==> config.mk <==
export PLATFORM = sky130hd
export DESIGN_NAME = tick_sched_ctrl
export DESIGN_NICKNAME = d
export VERILOG_FILES = /design/src/rtl/clk_pkg.sv /design/src/rtl/div_strobe.sv /design/src/rtl/tick_sched_ctrl.sv
export SDC_FILE = /design/constraint.sdc
export NUM_CORES = 1
export LEC_CHECK = 0
export BUFFER_PORTS_ARGS = -buffer_cell sky130_fd_sc_hd__buf_2
export CAP_MARGIN = 20
export CORE_ASPECT_RATIO = 1.25
export CORE_MARGIN = 2
export CORE_UTILIZATION = 30
export CTS_CLUSTER_DIAMETER = 120
export DETAILED_ROUTE_END_ITERATION = 8
export PLACE_DENSITY = 0.49
export SYNTH_ARGS = -nofsm -noshare
export SYNTH_HDL_FRONTEND = slang
export SYNTH_SLANG_ARGS = --single-unit
==> constraint.sdc <==
create_clock -name CLK -period 4.4 [get_ports CLK]
set_input_delay 0.44 -clock CLK [delete_from_list [all_inputs] [get_ports CLK]]
set_output_delay 0.44 -clock CLK [all_outputs]
set_load 0.1 [all_outputs]
==> src/rtl/clk_pkg.sv <==
// Shared state encoding and width helper for the digital-clock timebase/mode control.
package clk_pkg;

    typedef enum logic [1:0] {
        ST_RUN   = 2'b00,
        ST_SET_H = 2'b01,
        ST_SET_M = 2'b10
    } state_t;

    function automatic int unsigned cnt_w(input int unsigned n);
        return $clog2(n) + 32'd1;
    endfunction

endpackage

==> src/rtl/div_strobe.sv <==
// Divide-by-N event counter: STB is high for one CLK after every N-th EN cycle.
module div_strobe
    import clk_pkg::*;
#(
    parameter int unsigned N = 2
) (
    input  logic CLK,
    input  logic RSTN,
    input  logic EN,
    input  logic CLR,
    output logic STB
);

    localparam int unsigned W    = cnt_w(N);
    localparam logic [W-1:0] LAST = W'(N - 1);

    logic [W-1:0] cnt;

    // A wrap coinciding with CLR still strobes; callers gate EN when it must not.
    always_ff @(posedge CLK or negedge RSTN) begin
        if (!RSTN) begin
            cnt <= '0;
            STB <= 1'b0;
        end else begin
            STB <= EN && (cnt == LAST);
            if (CLR) begin
                cnt <= '0;
            end else if (EN) begin
                cnt <= (cnt == LAST) ? '0 : cnt + W'(1);
            end
        end
    end

endmodule

==> src/rtl/tick_sched_ctrl.sv <==
// Timebase strobes and RUN/SET mode FSM of the digital clock: 1 Hz ticks, scan
// strobes, blink phase and hour/minute increments with auto-repeat.
module tick_sched_ctrl
    import clk_pkg::*;
#(
    parameter int unsigned MS_PER_SEC = 1000,
    parameter int unsigned SCAN_MS    = 2,
    parameter int unsigned BLINK_MS   = 500,
    parameter int unsigned RPT_DLY_MS = 600,
    parameter int unsigned RPT_MS     = 150
) (
    input  logic       CLK,
    input  logic       RSTN,
    input  logic       CLK1M,
    input  logic       MODE_P,
    input  logic       UP_P,
    input  logic       UP_LVL,
    output logic       TICK_1HZ,
    output logic       SCAN_EN,
    output logic       BLINK,
    output logic [1:0] SET_SEL,
    output logic       INC_HOUR,
    output logic       INC_MIN
);

    localparam int unsigned RW = cnt_w(RPT_DLY_MS);
    localparam int unsigned IW = cnt_w(RPT_MS);

    state_t state, state_nx;

    logic          clk1m_d;
    logic          ms_t;
    logic          in_set;
    logic          enter_set_h;
    logic          leave_set;
    logic          up_acc;
    logic          ms_en;
    logic          ms_clr;
    logic          blink_en;
    logic          blink_clr;
    logic          blink_stb;
    logic          rpt_step;
    logic          rpt_armed;
    logic          rpt_fire;
    logic          inc_req;
    logic [RW-1:0] rpt_cnt;
    logic [IW-1:0] rpt_iv;
    logic          blink_q;
    logic          inc_hour_q;
    logic          inc_min_q;

    always_ff @(posedge CLK or negedge RSTN) begin
        if (!RSTN) begin
            clk1m_d <= 1'b0;
        end else begin
            clk1m_d <= CLK1M;
        end
    end

    always_ff @(posedge CLK or negedge RSTN) begin
        if (!RSTN) begin
            state <= ST_RUN;
        end else begin
            state <= state_nx;
        end
    end

    always_comb begin
        state_nx = state;
        if (MODE_P) begin
            case (state)
                ST_RUN:   state_nx = ST_SET_H;
                ST_SET_H: state_nx = ST_SET_M;
                default:  state_nx = ST_RUN;
            endcase
        end
    end

    always_comb begin
        ms_t        = CLK1M && !clk1m_d;
        in_set      = (state != ST_RUN);
        enter_set_h = MODE_P && (state == ST_RUN);
        leave_set   = MODE_P && (state == ST_SET_M);
        up_acc      = UP_P && !MODE_P && in_set;
        ms_en       = ms_t && (state == ST_RUN);
        ms_clr      = enter_set_h || leave_set;
        blink_clr   = enter_set_h || up_acc;
        blink_en    = ms_t && in_set && !blink_clr;
        rpt_step    = ms_t && UP_LVL && in_set;
        rpt_armed   = (rpt_cnt == RW'(RPT_DLY_MS));
        rpt_fire    = rpt_step && (rpt_armed ? (rpt_iv == IW'(RPT_MS - 1))
                                             : (rpt_cnt == RW'(RPT_DLY_MS - 1)));
        inc_req     = up_acc || (rpt_fire && !MODE_P);
    end

    div_strobe #(.N(MS_PER_SEC)) u_ms (
        .CLK  (CLK),
        .RSTN (RSTN),
        .EN   (ms_en),
        .CLR  (ms_clr),
        .STB  (TICK_1HZ)
    );

    div_strobe #(.N(SCAN_MS)) u_scan (
        .CLK  (CLK),
        .RSTN (RSTN),
        .EN   (ms_t),
        .CLR  (1'b0),
        .STB  (SCAN_EN)
    );

    div_strobe #(.N(BLINK_MS)) u_blink (
        .CLK  (CLK),
        .RSTN (RSTN),
        .EN   (blink_en),
        .CLR  (blink_clr),
        .STB  (blink_stb)
    );

    // Delay phase saturates at RPT_DLY_MS, then rpt_iv paces the repeats.
    always_ff @(posedge CLK or negedge RSTN) begin
        if (!RSTN) begin
            rpt_cnt <= '0;
            rpt_iv  <= '0;
        end else if (!in_set || !UP_LVL) begin
            rpt_cnt <= '0;
            rpt_iv  <= '0;
        end else if (rpt_step) begin
            if (!rpt_armed) begin
                rpt_cnt <= rpt_cnt + RW'(1);
            end else begin
                rpt_iv <= rpt_fire ? '0 : rpt_iv + IW'(1);
            end
        end
    end

    always_ff @(posedge CLK or negedge RSTN) begin
        if (!RSTN) begin
            blink_q    <= 1'b0;
            inc_hour_q <= 1'b0;
            inc_min_q  <= 1'b0;
        end else begin
            inc_hour_q <= inc_req && (state == ST_SET_H);
            inc_min_q  <= inc_req && (state == ST_SET_M);
            if (state_nx == ST_RUN) begin
                blink_q <= 1'b0;
            end else if (blink_clr) begin
                blink_q <= 1'b1;
            end else if (blink_stb) begin
                blink_q <= ~blink_q;
            end
        end
    end

    assign SET_SEL  = state;
    assign BLINK    = blink_q;
    assign INC_HOUR = inc_hour_q;
    assign INC_MIN  = inc_min_q;

endmodule
==> metrics.md, run 1 <==
| Metric | Value |
|---|---|
| Outcome | `finished clean` |
| Ranking of synthesized cells by area | `dfrtp_1 47%, o21ai_0 4.3%, nand2_1 4.3%` |
| Max Cap Violations | `0` |
| Die ar. | `10100 um^2` |
| CP Class | `reg2reg` |
| Vias/cell | `5.007` |
| WP data arrival | `2430 ps` |
| Fin crit share | `50.51%` |
| Final setup viols | `0` |
| DRT Pass-1 Iters | `4` |
| Mapped Area | `2793 um^2` |
| Worst Tran Pin Value | `837.6 ps` |
| Max transition margin | `44.16%` |
| Cells after Synth | `298` |
| PostCTS Resize Cnt | `0` |
| Util after Layout | `34.70%` |
| Critical Path Start | `clk1m_d$_DFF_PN0_` |
| N_diodes | `0` |
| Synth area leader | `dfrtp_1` |
| Synth top area share | `46.59%` |
| Hold Vio Cnt, Final | `0` |
| Static Leak | `1.295 nW` |
| Initial antenna violation count | `0` |
| Routed Antenna Nets | `0` |
| Fillcell total | `954` |
| Clock-pin transition on the worst setup and hold timing paths | `70 ps` |
| Latest clock arrival within the worst-skew pair | `290 ps` |
| Worst r2r src | `clk1m_d$_DFF_PN0_` |
| Max-slew violation count | `0` |
| Async S/R FF share, synth | `100.0%` |
| Largest net degree at the start of global routing | `53` |
| Most frequent cells in the layout | `52 x dfrtp_1, 32 x nand2_1, 23 x nor2_1, 23 x o21ai_0, 20 x nand3_1` |
| Post-CTS setup buffer count | `0` |
| Detailed Route Iter0 Violations | `104` |
| Placed Area | `2972 um^2` |
| Syn nets | `310` |
| Port bufs | `12` |
| GPL Wtd Cong | `0.7529` |
| Final cell count without fillers | `433` |
| Total GRT Usage | `12.17%` |
| Core area | `9076 um^2` |
| Post-DP HPWL | `4042 um` |
| Startpoint types | `flip-flop` |
| CTS Buf Count | `5` |
| Max IR drop VDD | `0.1361 mV` |
| Nets | `321` |
| Internal Power | `0.0008772 W` |
| Worst min path class | `in2async` |
| CTS tree | `built` |
| Syn avg cell area | `9.371 um^2` |
| Row cnt | `39` |
| Placed insts | `425` |
| Setup ws final | `2178 ps` |
| Max Freq | `0.4499 GHz` |
| Commonest non-fill, non-tap cell in the layout | `dfrtp_1` |
| Min Tclk post-route | `2222 ps` |
| GRT overflow | `0` |
| Clock sinks | `52` |
| Setup Skew | `6.595 ps` |
| Switch Pwr | `0.0004759 W` |
| Power per cell area | `429.7 nW/um^2` |
| Req. time, crit path | `4610 ps` |
| Crit path capture type | `flip-flop` |
| Hold buffers post-CTS | `0` |
| Crit Path Max Fanout | `11` |
| Wirelength, routed | `5885 um` |
| H-tree levels | `2` |
| FF-to-FF path depth | `5` |
| Ys flop type | `dfrtp_1` |
| Seq pwr share | `43.1%` |
| DIE WIDTH | `90.30 um` |
| Clock network power share | `34.4%` |
| RSZ-0062 raised after global routing | `no` |
| Share of cells above drive strength 1 | `11.29%` |
| Root buf cell | `clkbuf_16` |
| Setup TNS | `0 ps` |
| Netlist cell types | `56` |
| Sequential-to-total area share from yosys stat | `46.59%` |
| Final Cell Area | `3149 um^2` |
| IO Count | `13` |
| Ys Warns | `0` |
| Vias in the first global route | `2066` |
| Switching Share | `35.17%` |
| Number of flops mapped to enable cells by yosys | `0` |
| First-pass GRT wire length | `10140 um` |
| Dpl ws | `1931 ps` |
| Die Y | `111.9 um` |
| Layout area overhead | `12.77%` |
| Via count | `2168` |
| Yosys reg bits | `52` |
| Max Buffers Root-to-Sink | `2` |
| Initial core utilization | `30.77%` |
| Combinational power share | `22.5%` |
| DRC | `0` |
| Routed wire per std cell | `13.59 um` |
[per-layer routing]
metal	part of all wire (%)	GRT usage (%)	vias to the layer above
met5	0	0	-
met1	48	15.94	1053
met4	1.9	4.718	0
met2	47	19.85	25
li1	-	-	1083
met3	3.0	2.436	7
[cell type report]
class / instances / area [um^2] / share of cell area [%]
multi-input combinational: 226 / 1408 / 44.70
sequential: 52 / 1301 / 41.32
tap: 123 / 153.9 / 4.887
clock buffer: 6 / 138.9 / 4.410
timing repair buffer: 13 / 67.56 / 2.145
inverter: 11 / 41.29 / 1.311
clock inverter: 2 / 38.79 / 1.232
[critical path, stage by stage, from the launching register on]
cell and delay [ps]:
dfrtp_1 380, nor2b_1 570, o21ai_1 240, or2_1 410, or3_1 380, a31oi_1 160
[cell families after synthesis]
group	Yosys count	synth area share [%]
multiplexers	2	0.7616
adder cells (fa/ha/maj)	6	2.688
AND/OR/NAND/NOR	140	28.76
XOR/XNOR	11	3.450
flip-flops	52	46.60
AO/OA/AOI/OAI	67	14.61
buffers and inverters	20	3.136
[through the flow]
| stage | total power [W] | hold WS (ps) |
|---|---|---|
| 4_1_cts | 0.001375 | 269.9 |
| 3_3_place_gp | 0.0008997 | 407.7 |
| 2_1_floorplan | 0.0008196 | 144.4 |
| 6_report | 0.001353 | 268.0 |
| 3_5_place_dp | 0.0009021 | 404.1 |
| 5_1_grt | 0.001431 | 281.1 |
[power groups by stage]
stage,logic (W),registers (W),clock network (W)
after floorplan,0.000147,0.000673,0
final,0.000304,0.000584,0.000465
after detailed placement,0.000309,0.000593,0
after CTS,0.000310,0.000584,0.000482
after global routing,0.000333,0.000593,0.000504
after global placement,0.000306,0.000594,0
[registers in the layout (all words and copies together) (netlist names)]
name         cells
INC_HOUR         1
BLINK            1
clk1m_d          1
u_blink.cnt     10
u_ms.STB         1
SET_SEL          2
u_scan.cnt       2
rpt_cnt         11
INC_MIN          1
u_blink.STB      1
u_ms.cnt        11
u_scan.STB       1
rpt_iv           9
[path summary, 6_finish.rpt]
| kind | end | slack, ps |
|---|---|---|
| min in group CLK | clk1m_d$_DFF_PN0_ | 270 |
| worst min register to register | u_scan.STB$_DFF_PN0_ | 430 |
| worst max register to register | rpt_iv[6]$_DFFE_PN0P_ | 2180 |
| worst max-delay path | rpt_iv[6]$_DFFE_PN0P_ | 2180 |
| max in group asynchronous | rpt_cnt[2]$_DFFE_PN0P_ | 3700 |
| worst min-delay path | INC_HOUR$_DFF_PN0_ | 270 |
[cell usage after synthesis, types with 5 or more instances]
library cell and instances:
a21oi_1 16, nand3_1 20, xnor2_1 9, or3_1 6
ha_1 6, and3_1 6, o21ai_0 24, inv_1 11
nand3b_1 7, nor2_1 23, a31oi_1 7, nand2_1 32
nand2b_1 6, dfrtp_1 52, nor3b_1 5, nor3_1 7
Note: power is estimated with default switching activity, not from simulation.
==> run 2: changes to the inputs <==
--- a/config.mk
+++ b/config.mk
@@ -5,6 +5,7 @@
 export SDC_FILE = /design/constraint.sdc
 export NUM_CORES = 1
 export LEC_CHECK = 0
+export ABC_AREA = 1
 export BUFFER_PORTS_ARGS = -buffer_cell sky130_fd_sc_hd__buf_2
 export CAP_MARGIN = 20
 export CORE_ASPECT_RATIO = 1.25
@@ -12,7 +13,7 @@
 export CORE_UTILIZATION = 30
 export CTS_CLUSTER_DIAMETER = 120
 export DETAILED_ROUTE_END_ITERATION = 8
-export PLACE_DENSITY = 0.49
+export PLACE_DENSITY = 0.5
 export SYNTH_ARGS = -nofsm -noshare
 export SYNTH_HDL_FRONTEND = slang
 export SYNTH_SLANG_ARGS = --single-unit
==> constraint.sdc (replaced) <==
create_clock -name CLK -period 1.97 [get_ports CLK]
set_input_delay 0.197 -clock CLK [delete_from_list [all_inputs] [get_ports CLK]]
set_output_delay 0.197 -clock CLK [all_outputs]
set_load 0.1 [all_outputs]
==> run 2 against run 1 <==
Area after synthesis rose by 13%. Utilization is 0.23 points lower. Register-to-register slack worse by 1900 ps. Clock skew fell by 1.4 ps. Highest routed layer unchanged. Synthesized cell count rose by 32%. Largest power group unchanged. Sequential share of layout area fell by 4.1 points.
==> metrics.md, run 2 <==
| Metric | Value |
|---|---|
| Die Y | `118.5 um` |
| Via count | `2502` |
| Total GRT Usage | `12.90%` |
| Nets | `423` |
| R2r endpoint | `rpt_cnt[3]$_DFFE_PN0P_` |
| Post-DP HPWL | `4858 um` |
| Fillcell total | `1077` |
| Vias in the first global route | `2558` |
| Clock sinks | `52` |
| Wirelength, routed | `6551 um` |
| Hold Path End | `clk1m_d$_DFF_PN0_` |
| Fin crit share | `83.65%` |
| Worst Tran Pin Value | `491.8 ps` |
| Synth area leader | `dfrtp_1` |
| Max-slew violation count | `0` |
| FF-to-FF path depth | `10` |
| Placed insts | `532` |
| Final setup viols | `0` |
| Startpoint types | `flip-flop` |
| Syn avg cell area | `8.007 um^2` |
| Crit-path most repeated cell | `inv_1` |
| Max IR drop VDD | `0.3619 mV` |
| Outcome | `finished clean` |
| Detailed Route Iter0 Violations | `127` |
| Sequential-to-total area share from yosys stat | `41.35%` |
| Layout area overhead | `11.25%` |
| Synth top area share | `41.35%` |
| Cells after Synth | `393` |
| Final Power | `0.003147 W` |
| WP data arrival | `1860 ps` |
| HP Start | `CLK1M` |
| Max Buffers Root-to-Sink | `2` |
| DRC | `0` |
| Max Cap Violations | `0` |
| Worst r2r src | `rpt_cnt[0]$_DFFE_PN0P_` |
| Largest net degree at the start of global routing | `36` |
| Routed wire per std cell | `12.11 um` |
| Area of the multi-input gates | `1541 um^2` |
| Vias/cell | `4.625` |
| Worst min path class | `in2reg` |
| Syn nets | `405` |
| Req. time, crit path | `2180 ps` |
| Netlist cell types | `38` |
| Die ar. | `11330 um^2` |
| Critical Path Start | `rpt_cnt[0]$_DFFE_PN0P_` |
| H-tree levels | `2` |
| Hold Vio Cnt, Final | `0` |
| Final cell count without fillers | `541` |
| CP Class | `reg2reg` |
| Static Leak | `1.652 nW` |
| Post-CTS setup buffer count | `0` |
| Mapped Area | `3147 um^2` |
| Row cnt | `41` |
| Routed Antenna Nets | `0` |
| Dpl ws | `324.6 ps` |
| Initial antenna violation count | `0` |
| Slowest cell delay on critical path | `420 ps` |
| Ys flop type | `dfrtp_1` |
| Power per cell area | `899.0 nW/um^2` |
| Biggest regs | `rpt_cnt: 11 flops, u_ms.cnt: 11 flops, u_blink.cnt: 10 flops` |
| Port bufs | `12` |
| GRT overflow | `0` |
| Slowest cell on crit path | `dfrtp_1` |
| Number of flops mapped to enable cells by yosys | `0` |
| Root buf cell | `clkbuf_16` |
| Clock-pin transition on the worst setup and hold timing paths | `70 ps` |
| Latest clock arrival within the worst-skew pair | `300 ps` |
| Crit path capture type | `flip-flop` |
| Commonest non-fill, non-tap cell in the layout | `nand2_1` |
| GPL Wtd Cong | `0.8221` |
| Share of cells above drive strength 1 | `16.99%` |
| Setup Skew | `5.204 ps` |
| Final hold slack | `19.04 ps` |
| Reg area | `1301 um^2` |
| IO Count | `13` |
| Setup TNS | `0 ps` |
| Most frequent cells in the layout | `100 x nand2_1, 52 x dfrtp_1, 50 x inv_1` |
| Yosys reg bits | `52` |
| CTS Buf Count | `5` |
| Core area | `10160 um^2` |
| Crit-path cells | `inv_1 -> ha_1 -> nand3_1 -> inv_1 -> nand3_4 -> nand2_4 -> nand2_4 -> inv_1 -> nand2_1 -> o31ai_2` |
| Crit Path Max Fanout | `16` |
| Max Freq | `0.6069 GHz` |
| CTS tree | `built` |
| Initial core utilization | `30.98%` |
| Ys Warns | `0` |
| DIE WIDTH | `95.61 um` |
| Synth cell count leaders | `100 x nand2_1, 52 x dfrtp_1, 50 x inv_1` |
| Setup ws final | `322.2 ps` |
| Hold Path Stages | `1` |
| Most frequent cell after synthesis | `nand2_1` |
| Min Tclk post-route | `1648 ps` |
| FF-to-FF setup slack | `320 ps` |
| DRT Pass-1 Iters | `5` |
| RSZ-0062 raised after global routing | `no` |
| Max transition margin | `67.22%` |
| Async S/R FF share, synth | `100.0%` |
| N_diodes | `0` |
| First-pass GRT wire length | `11820 um` |
| Ranking of synthesized cells by area | `dfrtp_1 41%, nand2_1 12%, inv_1 6.0%` |
-- run 2: changes by cell type after synthesis, sizes merged, moves of 8 or more --
cell,delta
nand3,+8
nand4,+21
nor2,+12
nand2,+75
inv,+51
xor2,+8
xnor2,-8
-- run 2: worst max path at each step --
stage          slack [ps]                      end  depth (start not counted)
6_report              320   rpt_cnt[3]$_DFFE_PN0P_                         10
3_5_place_dp          320    rpt_iv[6]$_DFFE_PN0P_                          8
3_3_place_gp          370    rpt_iv[5]$_DFFE_PN0P_                          9
2_1_floorplan          70  u_ms.cnt[2]$_DFFE_PN0P_                          8
5_1_grt               110    rpt_iv[1]$_DFFE_PN0P_                          8
4_1_cts               310    rpt_iv[6]$_DFFE_PN0P_                          8
-- run 2: kinds of logic after synthesis --
| family | share of synthesized area (%) |
|---|---|
| simple gates | 33.72 |
| buf+inv | 9.662 |
| flops | 41.35 |
| compound gates | 9.503 |
| xor+xnor | 3.062 |
| fa+ha+maj | 2.386 |
| mux | 0.3181 |
-- run 2: worst max-delay path: cells and delay by family, from the launching register on --
kind,cells,cell delay [ps]
AOI/OAI and AO/OA,1,60
and+or+nand+nor,5,500
buffers and inverters,3,420
DFF,1,420
adders and majority gates,1,170
-- run 2: stage by stage --
stage | util [%] | cell area (um^2)
2_1_floorplan | - | 3147
3_3_place_gp | 32.94 | 3346
3_5_place_dp | 32.94 | 3346
4_1_cts | 34.47 | 3501
5_1_grt | 34.47 | 3501
6_report | 34.47 | 3501
-- run 2: what timing repair did --
item,4_1_cts,5_1_grt
hold buffers,1,0
hold endpoints to repair,17,0
gates resized for setup,0,0
-- run 2: per-layer routing --
layer	GRT usage, %	part of all wire (%)	vias to the layer above
met4	5.000	2.2	0
met1	16.08	44	1149
met3	2.677	3.3	11
met2	21.46	50	34
met5	0	0	-
li1	-	-	1308
-- run 2: cell type report --
class,count,share of cell area (%)
Inverter,63,7.041
Clock buffer,6,3.681
Tap cell,129,4.610
Sequential cell,52,37.17
Clock inverter,2,0.4646
Timing Repair Buffer,16,3.002
Multi-Input combinational cell,273,44.03
-- run 2: where the power goes --
group / leakage [nW] / total, W / switching, W / internal [W]
Clock: 0.0671 / 0.000885 / 0.000410 / 0.000475
Sequential: 0.713 / 0.00127 / 0.000104 / 0.00117
Combinational: 0.871 / 0.000989 / 0.000752 / 0.000237
